--- src/rtl/mem_stim_seq_if.sv ---
// Command-push handshake and registered memory request bus for mem_stim_seq.
interface mem_stim_seq_if #(
    parameter int ADDR_W = 6,
    parameter int DATA_W = 8
);
    logic              push_valid;
    logic              push_ready;
    logic [ADDR_W-1:0] push_addr;
    logic              push_wr;
    logic [DATA_W-1:0] push_data;
    logic [ADDR_W-1:0] mem_addr;
    logic              mem_wr;
    logic              mem_en;
    logic [DATA_W-1:0] mem_wdata;

    modport slave (
        input  push_valid, push_addr, push_wr, push_data,
        output push_ready, mem_addr, mem_wr, mem_en, mem_wdata
    );

    modport master (
        output push_valid, push_addr, push_wr, push_data,
        input  push_ready, mem_addr, mem_wr, mem_en, mem_wdata
    );
endinterface

--- src/rtl/mem_stim_seq.sv ---
// Memory-command sequencer: buffers pushed commands, then replays them onto the
// request bus one per clock, optionally looping, with a saturating pass counter.
//
// state | meaning
// LOAD  | accepting pushes into the buffer
// RUN   | issuing one buffered entry per clock
// DONE  | replay finished or aborted, buffer retained
module mem_stim_seq #(
    parameter int ADDR_W = 6,
    parameter int DATA_W = 8,
    parameter int DEPTH  = 8,
    parameter int CNT_W  = 16
) (
    input  logic                       clk,
    input  logic                       rst,
    mem_stim_seq_if.slave              bus,
    input  logic                       start,
    input  logic                       loop_en,
    input  logic                       stop,
    input  logic                       clear,
    output logic                       busy,
    output logic                       done,
    output logic [$clog2(DEPTH+1)-1:0] count,
    output logic [CNT_W-1:0]           pass_cnt
);
    localparam int CW = $clog2(DEPTH + 1);
    localparam int AW = $clog2(DEPTH);
    localparam int EW = ADDR_W + 1 + DATA_W;
    localparam logic [CW-1:0]    FULL     = CW'(DEPTH);
    localparam logic [CW-1:0]    ONE      = CW'(1);
    localparam logic [CNT_W-1:0] PASS_ONE = CNT_W'(1);

    typedef enum logic [1:0] {LOAD, RUN, DONE} state_t;

    state_t           state, state_nxt;
    logic [EW-1:0]    buf_q [DEPTH];
    logic [EW-1:0]    entry;
    logic [CW-1:0]    rd_ptr, rd_ptr_nxt, count_nxt, idx;
    logic [CNT_W-1:0] pass_nxt;
    logic             push_fire, issue, last;

    assign bus.push_ready = (state == LOAD) && (count < FULL);
    assign push_fire      = bus.push_valid && bus.push_ready;
    assign busy           = (state == RUN);
    assign done           = (state == DONE);
    assign entry          = buf_q[idx[AW-1:0]];

    always_comb begin
        state_nxt  = state;
        count_nxt  = count;
        rd_ptr_nxt = rd_ptr;
        pass_nxt   = pass_cnt;
        idx        = '0;
        issue      = 1'b0;
        case (state)
            LOAD: begin
                if (clear) begin
                    count_nxt = '0;
                end else begin
                    if (push_fire) count_nxt = count + ONE;
                    if (start && (count != '0)) begin
                        state_nxt = RUN;
                        issue     = 1'b1;
                        pass_nxt  = '0;
                    end
                end
            end
            RUN: begin
                // rd_ptr == count means the last entry went out on the previous edge
                if (stop) begin
                    state_nxt = DONE;
                end else if ((rd_ptr != count) || loop_en) begin
                    issue = 1'b1;
                    idx   = (rd_ptr == count) ? '0 : rd_ptr;
                end else begin
                    state_nxt = DONE;
                end
            end
            DONE: begin
                if (clear) begin
                    state_nxt = LOAD;
                    count_nxt = '0;
                end else if (start) begin
                    state_nxt = RUN;
                    issue     = 1'b1;
                    pass_nxt  = '0;
                end
            end
            default: state_nxt = LOAD;
        endcase
        last = issue && (idx == (count_nxt - ONE));
        if (issue) rd_ptr_nxt = idx + ONE;
        if (last && (pass_nxt != '1)) pass_nxt = pass_nxt + PASS_ONE;
    end

    always_ff @(posedge clk) begin
        if (rst) begin
            state         <= LOAD;
            count         <= '0;
            rd_ptr        <= '0;
            pass_cnt      <= '0;
            bus.mem_en    <= 1'b0;
            bus.mem_addr  <= '0;
            bus.mem_wr    <= 1'b0;
            bus.mem_wdata <= '0;
        end else begin
            state         <= state_nxt;
            count         <= count_nxt;
            rd_ptr        <= rd_ptr_nxt;
            pass_cnt      <= pass_nxt;
            bus.mem_en    <= issue;
            bus.mem_addr  <= issue ? entry[EW-1 -: ADDR_W] : '0;
            bus.mem_wr    <= issue ? entry[DATA_W] : 1'b0;
            bus.mem_wdata <= issue ? entry[DATA_W-1:0] : '0;
        end
    end

    always_ff @(posedge clk) begin
        if (push_fire) buf_q[count[AW-1:0]] <= {bus.push_addr, bus.push_wr, bus.push_data};
    end
endmodule

--- src/flat_wrapper.sv ---
// flat-port wrapper written by rule: the top's interface ports become plain ports
module mem_stim_seq_flat 
#(
    parameter int ADDR_W = 6,
    parameter int DATA_W = 8,
    parameter int DEPTH  = 8,
    parameter int CNT_W  = 16
)
  (clk, rst, start, loop_en, stop, clear, busy, done, count, pass_cnt, bus_push_valid, bus_push_addr, bus_push_wr, bus_push_data, bus_push_ready, bus_mem_addr, bus_mem_wr, bus_mem_en, bus_mem_wdata);
  mem_stim_seq_if #(.ADDR_W(ADDR_W), .DATA_W(DATA_W)) bus_i ();
  input  logic clk;
  input  logic rst;
  input  logic start;
  input  logic loop_en;
  input  logic stop;
  input  logic clear;
  output logic busy;
  output logic done;
  output logic [$clog2(DEPTH+1)-1:0] count;
  output logic [CNT_W-1:0] pass_cnt;
  input wire logic [$bits(bus_i.push_valid)-1:0] bus_push_valid;
  input wire logic [$bits(bus_i.push_addr)-1:0] bus_push_addr;
  input wire logic [$bits(bus_i.push_wr)-1:0] bus_push_wr;
  input wire logic [$bits(bus_i.push_data)-1:0] bus_push_data;
  output wire logic [$bits(bus_i.push_ready)-1:0] bus_push_ready;
  output wire logic [$bits(bus_i.mem_addr)-1:0] bus_mem_addr;
  output wire logic [$bits(bus_i.mem_wr)-1:0] bus_mem_wr;
  output wire logic [$bits(bus_i.mem_en)-1:0] bus_mem_en;
  output wire logic [$bits(bus_i.mem_wdata)-1:0] bus_mem_wdata;
  assign bus_i.push_valid = bus_push_valid;
  assign bus_i.push_addr = bus_push_addr;
  assign bus_i.push_wr = bus_push_wr;
  assign bus_i.push_data = bus_push_data;
  assign bus_push_ready = bus_i.push_ready;
  assign bus_mem_addr = bus_i.mem_addr;
  assign bus_mem_wr = bus_i.mem_wr;
  assign bus_mem_en = bus_i.mem_en;
  assign bus_mem_wdata = bus_i.mem_wdata;
  mem_stim_seq #(.ADDR_W(ADDR_W), .DATA_W(DATA_W), .DEPTH(DEPTH), .CNT_W(CNT_W)) u_core (.clk(clk), .rst(rst), .bus(bus_i), .start(start), .loop_en(loop_en), .stop(stop), .clear(clear), .busy(busy), .done(done), .count(count), .pass_cnt(pass_cnt));
endmodule
--- config.mk ---
export PLATFORM = sky130hd
export DESIGN_NAME = mem_stim_seq_flat
export DESIGN_NICKNAME = d
export VERILOG_FILES = /design/src/rtl/mem_stim_seq_if.sv /design/src/rtl/mem_stim_seq.sv /design/src/flat_wrapper.sv
export SDC_FILE = /design/constraint.sdc
export NUM_CORES = 1
export LEC_CHECK = 0
export ABC_AREA = 1
export CORE_MARGIN = 2
export CORE_UTILIZATION = 30
export DETAILED_ROUTE_END_ITERATION = 7
export PLACE_DENSITY = 0.53
export SKIP_LAST_GASP = 1
export SYNTH_ARGS = -nofsm -noshare
export SYNTH_HDL_FRONTEND = slang
export SYNTH_SLANG_ARGS = --single-unit
--- constraint.sdc ---
create_clock -name clk -period 5.3 [get_ports clk]
set_input_delay 0.795 -clock clk [delete_from_list [all_inputs] [get_ports clk]]
set_output_delay 0.795 -clock clk [all_outputs]
set_load 0.1 [all_outputs]
; ---- Yosys cells after proc, flatten, opt, wreduce, memory -nomap -nowiden
; Memories as Yosys holds them, arrays and structs flattened. A register that Yosys moved wholly into a read port is not among the register bits.
; Index checks and enable logic that the tools add are counted.
[op_classes]
n_addsub = 4
order_cmp = 1
n_eq_ne = 10
n_mux = 30
bitwise = 1
n_reduce_logical = 10
[ops]
columns = operator, n
row1 = $mux W16, 5
row2 = $pmux W16 S2, 1
row3 = $mux W4, 7
row4 = $add A16 B1 Y16 const B, 1
row5 = $ne A16 B16 Y1 const B, 1
row6 = $mux W2, 6
row7 = $add A4 B1 Y4 const B, 2
row8 = $eq A4 B4 Y1, 2
row9 = $mux W1, 8
row10 = $pmux W4 S2, 1
row11 = $ne A3 B3 Y1 const B, 2
row12 = $pmux W2 S3, 1
row13 = $logic_and A1 B1 Y1, 5
row14 = $lt A4 B4 Y1 const B, 1
row15 = $ne A2 B2 Y1 const B, 2
row16 = $ne A4 B4 Y1, 1
row17 = $reduce_and A4 Y1, 1
row18 = $reduce_bool A4 Y1, 1
row19 = $sub A4 B1 Y4 const B, 1
row20 = $pmux W1 S3, 1
row21 = $eq A2 B1 Y1 const B, 1
row22 = $eq A2 B2 Y1 const B, 1
row23 = $logic_not A2 Y1, 1
row24 = $reduce_or A2 Y1, 1
row25 = 2 further kinds, 2
[word_totals]
regBits = 27
ramBits = 120
elab_cells = 62
mem_count = 1
[memory_table]
columns = memory, words, word_bits, read_ports, rd_clocked_by_memory_dff, wr, line_no
row1 = u_core.buf_q, 8, 15, 1, 1, 1, mem_stim_seq.sv:36  ; logic [EW-1:0] buf_q [DEPTH];

; ---- Depth between registers and ports, before layout
[logic_depth]
ltp_word = 11
depth_mapped = 19

; ---- Worst setup path before layout
; Ideal clock, no wire load.
[synth_path]
path_type = register -> register
startpoint = reg u_core.count[0]
endpoint = reg u_core.pass_cnt[10]
setup_ns = 0.071
t_arrival_ns = 3.214
required_ns = 5.229
slack_ns = 2.016
path_stages_with_launch = 17
synth_period_minus_slack_ns = 3.284
cell_sequence = dfxtp_1 -> inv_2 -> ha_1 -> nand3_1 -> nand3_4 -> buf_2 -> nand3_1 -> inv_1 -> ha_1 -> nand4_1 -> nor2_4 -> nand2_2 -> nor2_2 -> nand3_2 -> clkbuf_1 -> nand3_1 -> a21oi_1
[synth_between]
elab_chain_len = 11
[synth_rtl]
columns = item, line_no
row1 = start: declaration, mem_stim_seq.sv:23  ; output logic [$clog2(DEPTH+1)-1:0] count,
row2 = start signal: assignment, mem_stim_seq.sv:108  ; count <= count_nxt;
row3 = $lt A4 B4 Y1, mem_stim_seq.sv:42  ; assign bus.push_ready = (state == LOAD) && (count < FULL);
row4 = $logic_and A1 B1 Y1, mem_stim_seq.sv:42
row5 = $logic_and A1 B1 Y1, mem_stim_seq.sv:43  ; assign push_fire = bus.push_valid && bus.push_ready;
row6 = $mux W4, mem_stim_seq.sv:60  ; if (push_fire) count_nxt = count + ONE;
row7 = $mux W4, mem_stim_seq.sv:57  ; if (clear) begin
row8 = $pmux W4 S2, mem_stim_seq.sv:55  ; case (state)
row9 = $sub A4 B1 Y4, mem_stim_seq.sv:91  ; last = issue && (idx == (count_nxt - ONE));
row10 = $eq A4 B4 Y1, mem_stim_seq.sv:91
row11 = $logic_and A1 B1 Y1, mem_stim_seq.sv:91
row12 = $logic_and A1 B1 Y1, mem_stim_seq.sv:93  ; if (last && (pass_nxt != '1)) pass_nxt = pass_nxt + PASS_ONE;
row13 = $mux W16 *, mem_stim_seq.sv:93
row14 = end signal: assignment, mem_stim_seq.sv:110  ; pass_cnt <= pass_nxt;
row15 = end: declaration, mem_stim_seq.sv:24  ; output logic [CNT_W-1:0] pass_cnt
; Mark *: on every way between the ends. The rest lies on a longest branch, timed or not.
; A chain may end at the register's enable or synchronous reset.

; ---- Final worst setup path
[layout_path]
startpoint = reg u_core.count[1]
endpoint = reg u_core.pass_cnt[6]
; Same word-level chain as after synthesis.

==> metrics <==
Leakage=3.15 nW; final hold viol count=0; clk buf depth=2; Synth area leaders=edfxtp_1 (49%), dfxtp_1 (12%), nand2_1 (7.1%); RSZ-0062 raised after global routing=false; clock skew=9.60 ps; hold buffers post-CTS=0; number of enable flip-flop cells after synthesis=120; aggregate global-route resource usage=14.7%; fraction of layout cells with a size suffix above 1=12.1%; met2 GRT Util=23.7%; syn nets=774; switching share of power=23.8%; core area=24100 um^2; leading area contributor after synthesis=edfxtp_1; Worst-Skew Late Latency=420 ps; max incr delay on CP=840 ps; DRC=0; post-synthesis sequential area ratio=60.9%; fmax=0.275 GHz; Max Slew Vio Count=0; Clock power frac=42.3%; main flop type after synthesis=edfxtp_1; Post-CTS Resized=0; Synth Warn #=0; Reg2Reg Depth=14; TritonRoute pass-1 iters=5; crit share post-route=68.5%; grt ovf=0; Post-CTS Setup Bufs=0; Setup crit end kind=flip-flop; min cycle time layout=3630 ps; pwr dens=304 nW/um^2; global routing's busiest layer=met2; CP Max Fanout=37; CP Cell Sequence=inv_2 -> nand2_1 -> nand2_1 -> nor2_2 -> nand2_2 -> nand2_2 -> nand2_1 -> nand2_1 -> nand2_1 -> nand2_1 -> nand2_1 -> nor2_4 -> nand3_1 -> a21oi_1; DPL Wire Length=10900 um; drt initial violations=363; WS Path Type=flip-flop to flip-flop; root buffer cell=clkbuf_16; Syn Inst Count=747; setup tns final=0 ps; Final GP Congestion=0.826; DRT Wirelength=18600 um; vias in the first global route=5322; count of different cell masters after synthesis=32; CP max stage cell=nand2_2; Die ar.=25600 um^2; Int Pwr=2.04 mW; die extent in x=160 um; Post-DRT Antenna Nets=0; Starting Density=30.3%; Final setup viols=0; Synth Cell Area=7290 um^2; CP arrival=3980 ps; Yosys reg bits=162; # clock sinks=162; CTS Buf Count=17; DR vias=5480; relative slew slack=30.9%; Std-Cell Rows=57; worst slew pin tran=1030 ps; Synth top area share=49.4%; Sequential Power Share=51.8%; I/O pins=61; Nets=834; most frequent cells in the layout=nand2_1 (138), edfxtp_1 (120), nor2_1 (101), clkdlybuf4s50_1 (60), o21ai_0 (55); hold crit path type=flip-flop to flip-flop; NetSw=0.639 mW; crit start category=flip-flop; CTS tree=yes; die height=160 um; commonest non-fill, non-tap cell in the layout=nand2_1; most frequent CP cell=nand2_1; status=finished clean; GR Util met1=20.0%; WHS=512 ps; met3 Track Usage GR=3.17%; first-pass GRT wire length=29200 um; Comb power frac=6.0%; PortBufs=60; number of diodes=0; Layout area overhead=21.1%; H-tree depth=4; worst hold path depth=2; Mean Syn Cell Area=9.77 um^2; vias per inst=4.79; max cap viols=0; Worst Path Required=5650 ps; Async S/R FF share, synth=0%; clk slew on worst S/H paths=70 ps; WL per Instance=16.3 um; pin count of the biggest net entering global routing=38; initial antenna violation count=0; Max VDD drop=0.000185 V
[per-stage QoR]
stage	std cells	total power [mW]	area (um^2)	setup WS (ps)	utilization [%]
after floorplan	747	1.51	7290	2020	-
after global placement	1112	1.57	8290	1410	34.4
after detailed placement	1112	1.57	8290	1370	34.4
after CTS	1143	2.71	8830	1660	36.6
after global routing	1143	2.77	8830	1320	36.6
final	1143	2.68	8830	1670	36.6
[worst max-delay path: cells and delay by family (launching register included)]
family | cells | cell delay (ps)
AOI/OAI and AO/OA | 1 | 180
buffers and inverters | 1 | 130
DFF | 1 | 590
and+or+nand+nor | 12 | 2690
[layout make-up]
| cell class | instances | area (um^2) |
|---|---|---|
| sequential | 162 | 4440 |
| clock inverter | 12 | 97.6 |
| timing repair buffer | 75 | 713 |
| fill | 2487 | 15300 |
| clock buffer | 19 | 443 |
| inverter | 55 | 206 |
| multi-input combinational | 496 | 2520 |
| tap | 324 | 405 |
[worst paths after layout]
check / slack, ps / start / end
hold reg to reg: 510 / u_core.rd_ptr[2] / u_core.rd_ptr[2]
hold / removal: 510 / u_core.rd_ptr[2] / u_core.rd_ptr[2]
setup / recovery: 1670 / u_core.count[1] / u_core.pass_cnt[6]
setup reg to reg: 1670 / u_core.count[1] / u_core.pass_cnt[6]
[cells by family after synthesis]
| kind of cell | count (synthesis) | synth area share [%] |
|---|---|---|
| AO/OA/AOI/OAI | 138 | 10.9 |
| AND/OR/NAND/NOR | 344 | 21.4 |
| buffers and inverters | 89 | 4.89 |
| adder cells (fa/ha/maj) | 5 | 0.858 |
| XOR/XNOR | 9 | 1.08 |
| flip-flops | 162 | 60.9 |
[synthesized netlist by cell type (6+ instances only)]
library cell  instances
nand2_1             138
edfxtp_1            120
nor2_1              104
o21ai_0              55
inv_1                43
dfxtp_1              42
nand3_1              40
a21oi_1              35
o211ai_1             31
clkbuf_1             25
nand4_1              17
o22ai_1              15
or2_2                15
inv_2                11
xor2_1                7
buf_2                 6
[per-layer routing]
layer	part of all wire, %	wire length (um)	vias to the layer above
met1	48	8930	2631
li1	-	-	2700
met2	47	8710	133
met3	4.3	809	16
met4	0.90	168	0
met5	0	0	-
[sequential cells by signal, indices dropped and copies added, names as in the netlist]
signal,count
u_core.buf_q,120
u_core.bus.mem_wr,1
u_core.state,2
u_core.bus.mem_wdata,8
u_core.rd_ptr,4
u_core.bus.mem_en,1
u_core.count,4
u_core.bus.mem_addr,6
u_core.pass_cnt,16
[power by group through the flow]
stage / clock [mW] / sequential, mW / combinational (mW)
6_report: 1.13 / 1.39 / 0.160
5_1_grt: 1.21 / 1.39 / 0.173
2_1_floorplan: 0 / 1.43 / 0.0758
3_3_place_gp: 0 / 1.41 / 0.158
4_1_cts: 1.17 / 1.39 / 0.160
3_5_place_dp: 0 / 1.41 / 0.159
(Power assumes the default switching activity.)
